--- src/rtl/pll_lock_sequencer.sv ---
// PLL reset/lock supervisor: pulses the PLL reset, qualifies a synchronized lock,
// and holds the downstream system reset until lock has been stable long enough.
module pll_lock_sequencer #(
  parameter int unsigned RST_CYCLES     = 64,
  parameter int unsigned LOCK_TIMEOUT   = 5000000,
  parameter int unsigned STABLE_CYCLES  = 50000,
  parameter int unsigned RELEASE_CYCLES = 1024
) (
  input  logic       refclk,
  input  logic       rst,
  input  logic       pll_locked,
  output logic       pll_rst,
  output logic       sys_rst,
  output logic       ready,
  input  logic       reconfig_req,
  output logic       reconfig_ack,
  input  logic       clr_status,
  output logic       lock_lost,
  output logic [7:0] retries
);

  localparam logic [23:0] RST_LAST     = 24'(RST_CYCLES - 1);
  localparam logic [23:0] TIMEOUT_LAST = 24'(LOCK_TIMEOUT - 1);
  localparam logic [23:0] STABLE_LAST  = 24'(STABLE_CYCLES - 1);
  localparam logic [23:0] RELEASE_LAST = 24'(RELEASE_CYCLES - 1);

  typedef enum logic [2:0] {
    S_PLLRST,
    S_WAIT_LOCK,
    S_STABLE,
    S_RELEASE,
    S_RUN
  } state_t;

  state_t      state_q, state_d;
  logic [23:0] cnt_q, cnt_d;
  logic [1:0]  sync_q, sync_d;
  logic        pll_rst_q, pll_rst_d;
  logic        sys_rst_q, sys_rst_d;
  logic        ready_q, ready_d;
  logic        ack_q, ack_d;
  logic        lock_lost_q, lock_lost_d;
  logic [7:0]  retries_q, retries_d;
  logic        lock_s;
  logic        lost_set;
  logic        retry_inc;

  assign lock_s = sync_q[1];

  always_comb begin
    sync_d    = {sync_q[0], pll_locked};
    state_d   = state_q;
    cnt_d     = cnt_q + 24'd1;
    lost_set  = 1'b0;
    retry_inc = 1'b0;
    ack_d     = 1'b0;

    case (state_q)
      S_PLLRST: begin
        if (cnt_q == RST_LAST) state_d = S_WAIT_LOCK;
      end
      S_WAIT_LOCK: begin
        // Lock arriving on the timeout cycle still counts as a lock.
        if (lock_s) begin
          state_d = S_STABLE;
        end else if (cnt_q == TIMEOUT_LAST) begin
          state_d   = S_PLLRST;
          retry_inc = 1'b1;
        end
      end
      S_STABLE: begin
        if (!lock_s)                      state_d = S_WAIT_LOCK;
        else if (cnt_q == STABLE_LAST)    state_d = S_RELEASE;
      end
      S_RELEASE: begin
        if (!lock_s) begin
          state_d  = S_PLLRST;
          lost_set = 1'b1;
        end else if (cnt_q == RELEASE_LAST) begin
          state_d = S_RUN;
        end
      end
      S_RUN: begin
        // Lock loss and a re-lock request can coincide; both take effect.
        if (!lock_s) begin
          state_d  = S_PLLRST;
          lost_set = 1'b1;
        end
        if (reconfig_req) begin
          state_d = S_PLLRST;
          ack_d   = 1'b1;
        end
      end
      default: state_d = S_PLLRST;
    endcase

    if (state_d != state_q) cnt_d = 24'd0;

    lock_lost_d = lock_lost_q;
    if (lost_set)        lock_lost_d = 1'b1;
    else if (clr_status) lock_lost_d = 1'b0;

    retries_d = retries_q;
    if (retry_inc)       retries_d = (retries_q == 8'hff) ? 8'hff : retries_q + 8'd1;
    else if (clr_status) retries_d = 8'd0;

    // Outputs are decoded from the next state so they change on the entry edge.
    pll_rst_d = (state_d == S_PLLRST);
    sys_rst_d = (state_d != S_RUN);
    ready_d   = (state_d == S_RUN);
  end

  always_ff @(posedge refclk) begin
    if (rst) begin
      state_q     <= S_PLLRST;
      cnt_q       <= 24'd0;
      sync_q      <= 2'b00;
      pll_rst_q   <= 1'b1;
      sys_rst_q   <= 1'b1;
      ready_q     <= 1'b0;
      ack_q       <= 1'b0;
      lock_lost_q <= 1'b0;
      retries_q   <= 8'd0;
    end else begin
      state_q     <= state_d;
      cnt_q       <= cnt_d;
      sync_q      <= sync_d;
      pll_rst_q   <= pll_rst_d;
      sys_rst_q   <= sys_rst_d;
      ready_q     <= ready_d;
      ack_q       <= ack_d;
      lock_lost_q <= lock_lost_d;
      retries_q   <= retries_d;
    end
  end

  assign pll_rst      = pll_rst_q;
  assign sys_rst      = sys_rst_q;
  assign ready        = ready_q;
  assign reconfig_ack = ack_q;
  assign lock_lost    = lock_lost_q;
  assign retries      = retries_q;

endmodule

--- config.mk ---
export PLATFORM = sky130hd
export DESIGN_NAME = pll_lock_sequencer
export DESIGN_NICKNAME = d
export VERILOG_FILES = /design/src/rtl/pll_lock_sequencer.sv
export SDC_FILE = /design/constraint.sdc
export NUM_CORES = 1
export LEC_CHECK = 0
export CAP_MARGIN = 20
export CORE_ASPECT_RATIO = 1.2
export CORE_MARGIN = 8
export CORE_UTILIZATION = 55
export CTS_BUF_LIST = sky130_fd_sc_hd__clkbuf_8
export DETAILED_ROUTE_END_ITERATION = 8
export GPL_ROUTABILITY_DRIVEN = 0
export PLACE_DENSITY = 0.76
export SYNTH_ARGS = -nofsm -noshare
export SYNTH_HDL_FRONTEND = slang
export SYNTH_SLANG_ARGS = --single-unit
--- constraint.sdc ---
create_clock -name refclk -period 2.65 [get_ports refclk]
set_clock_uncertainty 0.05 [all_clocks]
set_input_delay 0.53 -clock refclk [delete_from_list [all_inputs] [get_ports refclk]]
set_output_delay 0.53 -clock refclk [all_outputs]
set_load 0.02 [all_outputs]
==> flow_metrics.py <==
metrics = {
    "critical_path": {
        "crit_required_ns": 2.77,
        "critPathArrivalTime_ns": 2.34,
        "crit_chain": "ha_1 -> nor3b_1 -> nand4_2 -> o31a_1 -> nor3b_4 -> nor4_1",
        "rr_endpoint": "cnt_q[9]",
        "r2r_slack_ns": 0.43,
        "ff2ff_path_depth": 6,
        "r2r_start": "cnt_q[0]",
        "setup.worst_path.class": "register to register",
        "crit_family": "simple AND/OR/NAND/NOR gates",
        "path_max_fanout": 12,
        "cp_num_cells": 6,
        "cpPeakStageDelay_ns": 0.52,
        "critPathBufInv": 0,
        "start_kind": "register",
        "cp_slowest_cell": "nor3b_4",
        "end_kind": "register",
    },
    "logic_synthesis": {
        "netlist_instances": 256,
        "synthTopCellsByArea": "dfxtp_1 37%, xnor2_1 5.4%, nor2_1 4.6%, nand3_1 3.3%, xor2_1 3.1%",
        "synth_cell_type_count": 55,
        "synth.yosys.seq_area_share": 0.3709,
        "post-synth-top-count-cell": "dfxtp_1",
        "synth_warnings": 0,
        "synth_top_area_frac": 0.3709,
        "synth.ff_latch_count": 42,
        "yosys.area.top_type": "dfxtp_1",
        "synthesis.area_sq_um": 2267,
        "avgSynthCellArea_sq_um": 8.856,
        "async_reset_ff_frac": 0,
        "synth_top_flop_cell": "dfxtp_1",
        "synth_edf_count": 0,
        "synth_top_cells_by_count": "42 x dfxtp_1, 28 x nor2_1, 15 x nand3_1",
        "syn_nets": 263,
    },
    "routing": {
        "drtIter0Drc": 113,
        "via_per_inst": 5.804,
        "route.detailed.drc": 0,
        "wire_per_inst_microns": 14.73,
        "wirelength_microns": 4818,
        "ant_nets": 0,
        "via_count": 1898,
        "first_pass_iters": 4,
    },
    "die": {
        "dieArea_sq_um": 6441,
        "fp.coreArea_sq_um": 3941,
        "io_pins": 18,
        "die_h_microns": 86.33,
        "die_x_microns": 74.61,
        "start_util": 0.5752,
        "fp-row-count": 25,
    },
    "job": {
        "maxCapViolations": 0,
    },
    "global_route": {
        "grt_max_degree": 25,
        "grt_overflow_total": 0,
        "track_usage": 0.1575,
        "antenna_found_initial": 0,
        "grt_first_pass_wirelength_microns": 8066,
        "first_global_vias": 1778,
    },
    "clocking": {
        "cts_hold_buf": 0,
        "cts-root-buf": "clkbuf_8",
        "cts_buffer_depth": 2,
        "numClockSinks": 42,
        "cts_resized": 0,
        "clk_latency_ns": 0.30,
        "htreeDepth": 2,
        "cts_tree": "built",
        "cts_inserted_buffers": 5,
        "cts_setup_buffers": 0,
        "clk_pin_slew_ns": 0.09,
    },
    "sta": {
        "post-route-min-period_ns": 2.220,
        "rsz0062_at_grt": "no",
        "clock.fmax_ghz": 0.4505,
        "worst_slew_pin_slew_ns": 0.5625,
        "tns_ns": 0,
        "setup_viol_count_final": 0,
        "final_max_slew_viol_count": 0,
        "slew_headroom": 0.6246,
        "finalCritPeriodShare": 0.8377,
        "final_hold_viol_count": 0,
    },
    "final_layout": {
        "drive_gt1_frac": 0.1245,
        "seq_area_sq_um": 840.8,
        "final_cells": 327,
        "nNetsFinal": 279,
        "antennaDiodeCount": 0,
        "multi_input_area_sq_um": 1291,
        "area_growth_pct": 14.46,
        "fillCellCount": 346,
    },
    "hold_path": {
        "worstHoldStart": "sync_q[0]",
        "whs_path_depth": 1,
        "worstHoldPathType": "register to register",
        "hold_end": "sync_q[1]",
    },
    "placement": {
        "dp.cells": 319,
        "dp_hpwl_microns": 3416,
        "numPortBuffers": 17,
    },
    "power": {
        "powerDensity_nw_per_um2": 503.0,
        "vdd_drop_max_mv": 0.5748,
        "leakagePower_nw": 0.9539,
    },
    "run_status": {
        "outcome": "complete, no violations",
    },
}
-- sequential cells by signal, summed over array words and instances (netlist names) --
name / cells
ready: 1
cnt_q: 24
retries: 8
state_q: 3
pll_rst: 1
reconfig_ack: 1
sync_q: 2
lock_lost: 1
sys_rst: 1
-- placed cells by master, fill, tap and decap left out, types with 4 or more instances in the layout --
cell type | netlist | final
xnor2_1 | 14 | 14
clkdlybuf4s50_1 | 0 | 17
dfxtp_1 | 42 | 42
a31oi_1 | 5 | 5
buf_4 | 0 | 7
clkbuf_8 | 1 | 6
nor2_1 | 28 | 28
nand3_1 | 15 | 15
o21ai_0 | 4 | 4
nor3_1 | 12 | 12
and3_1 | 7 | 7
nand2_1 | 14 | 14
inv_1 | 8 | 8
nor4_1 | 10 | 10
a21oi_1 | 9 | 9
nor2b_1 | 6 | 6
nand4_1 | 4 | 4
xor2_1 | 8 | 8
and4_1 | 4 | 4
-- per-layer routing --
layer | wire length [microns] | track usage | up-vias | share of wire
li1 | - | - | 955 | -
met1 | 2061 | 0.1712 | 895 | 0.43
met2 | 2420 | 0.2732 | 37 | 0.50
met3 | 216 | 0.03811 | 11 | 0.045
met4 | 121 | 0.07679 | 0 | 0.025
met5 | 0 | 0 | - | 0
-- kinds of logic (layout without fill, tap and decap cells) --
group	Yosys count	count (layout)	share of synthesized area
buf+inv	23	40	0.05960
simple gates	131	131	0.3631
compound gates	36	36	0.1104
fa+ha+maj	2	2	0.01104
flops	42	42	0.3709
xor+xnor	22	22	0.08499
-- stage by stage --
step                      power [mW]  setup slack, ns    util  hold WS, ns  instance area (sq um)
final                          1.305           0.4301  0.6584       0.4116                   2595
after global routing           1.349           0.2810  0.6584       0.4267                   2595
after CTS                      1.318           0.4163  0.6584       0.4184                   2595
after detailed placement      0.6925           0.4581  0.6222       0.3880                   2452
after global placement        0.6923           0.4852  0.6222       0.3886                   2452
after floorplan               0.6808           0.6656       -       0.3638                   2267
-- where the power goes --
part	internal, mW	total [mW]	switching (mW)
clock	0.402	0.627	0.225
sequential	0.636	0.643	0.00692
combinational	0.0167	0.0353	0.0185
total	1.05	1.31	0.251
-- worst max path at each step --
stage                        start         to
after floorplan           cnt_q[0]  cnt_q[14]
after global placement    cnt_q[0]   cnt_q[5]
after detailed placement  cnt_q[0]   cnt_q[3]
after CTS                 cnt_q[0]   cnt_q[9]
after global routing      cnt_q[0]   cnt_q[5]
final                     cnt_q[0]   cnt_q[9]
-- cell type report --
cell class | count | area share
inverter | 8 | 0.01157
sequential | 42 | 0.3240
clock buffer | 6 | 0.03182
multi-input combinational | 191 | 0.4976
timing repair buffer | 24 | 0.08582
tap | 54 | 0.02604
clock inverter | 2 | 0.02314
Power figures use the tool's default switching activity.
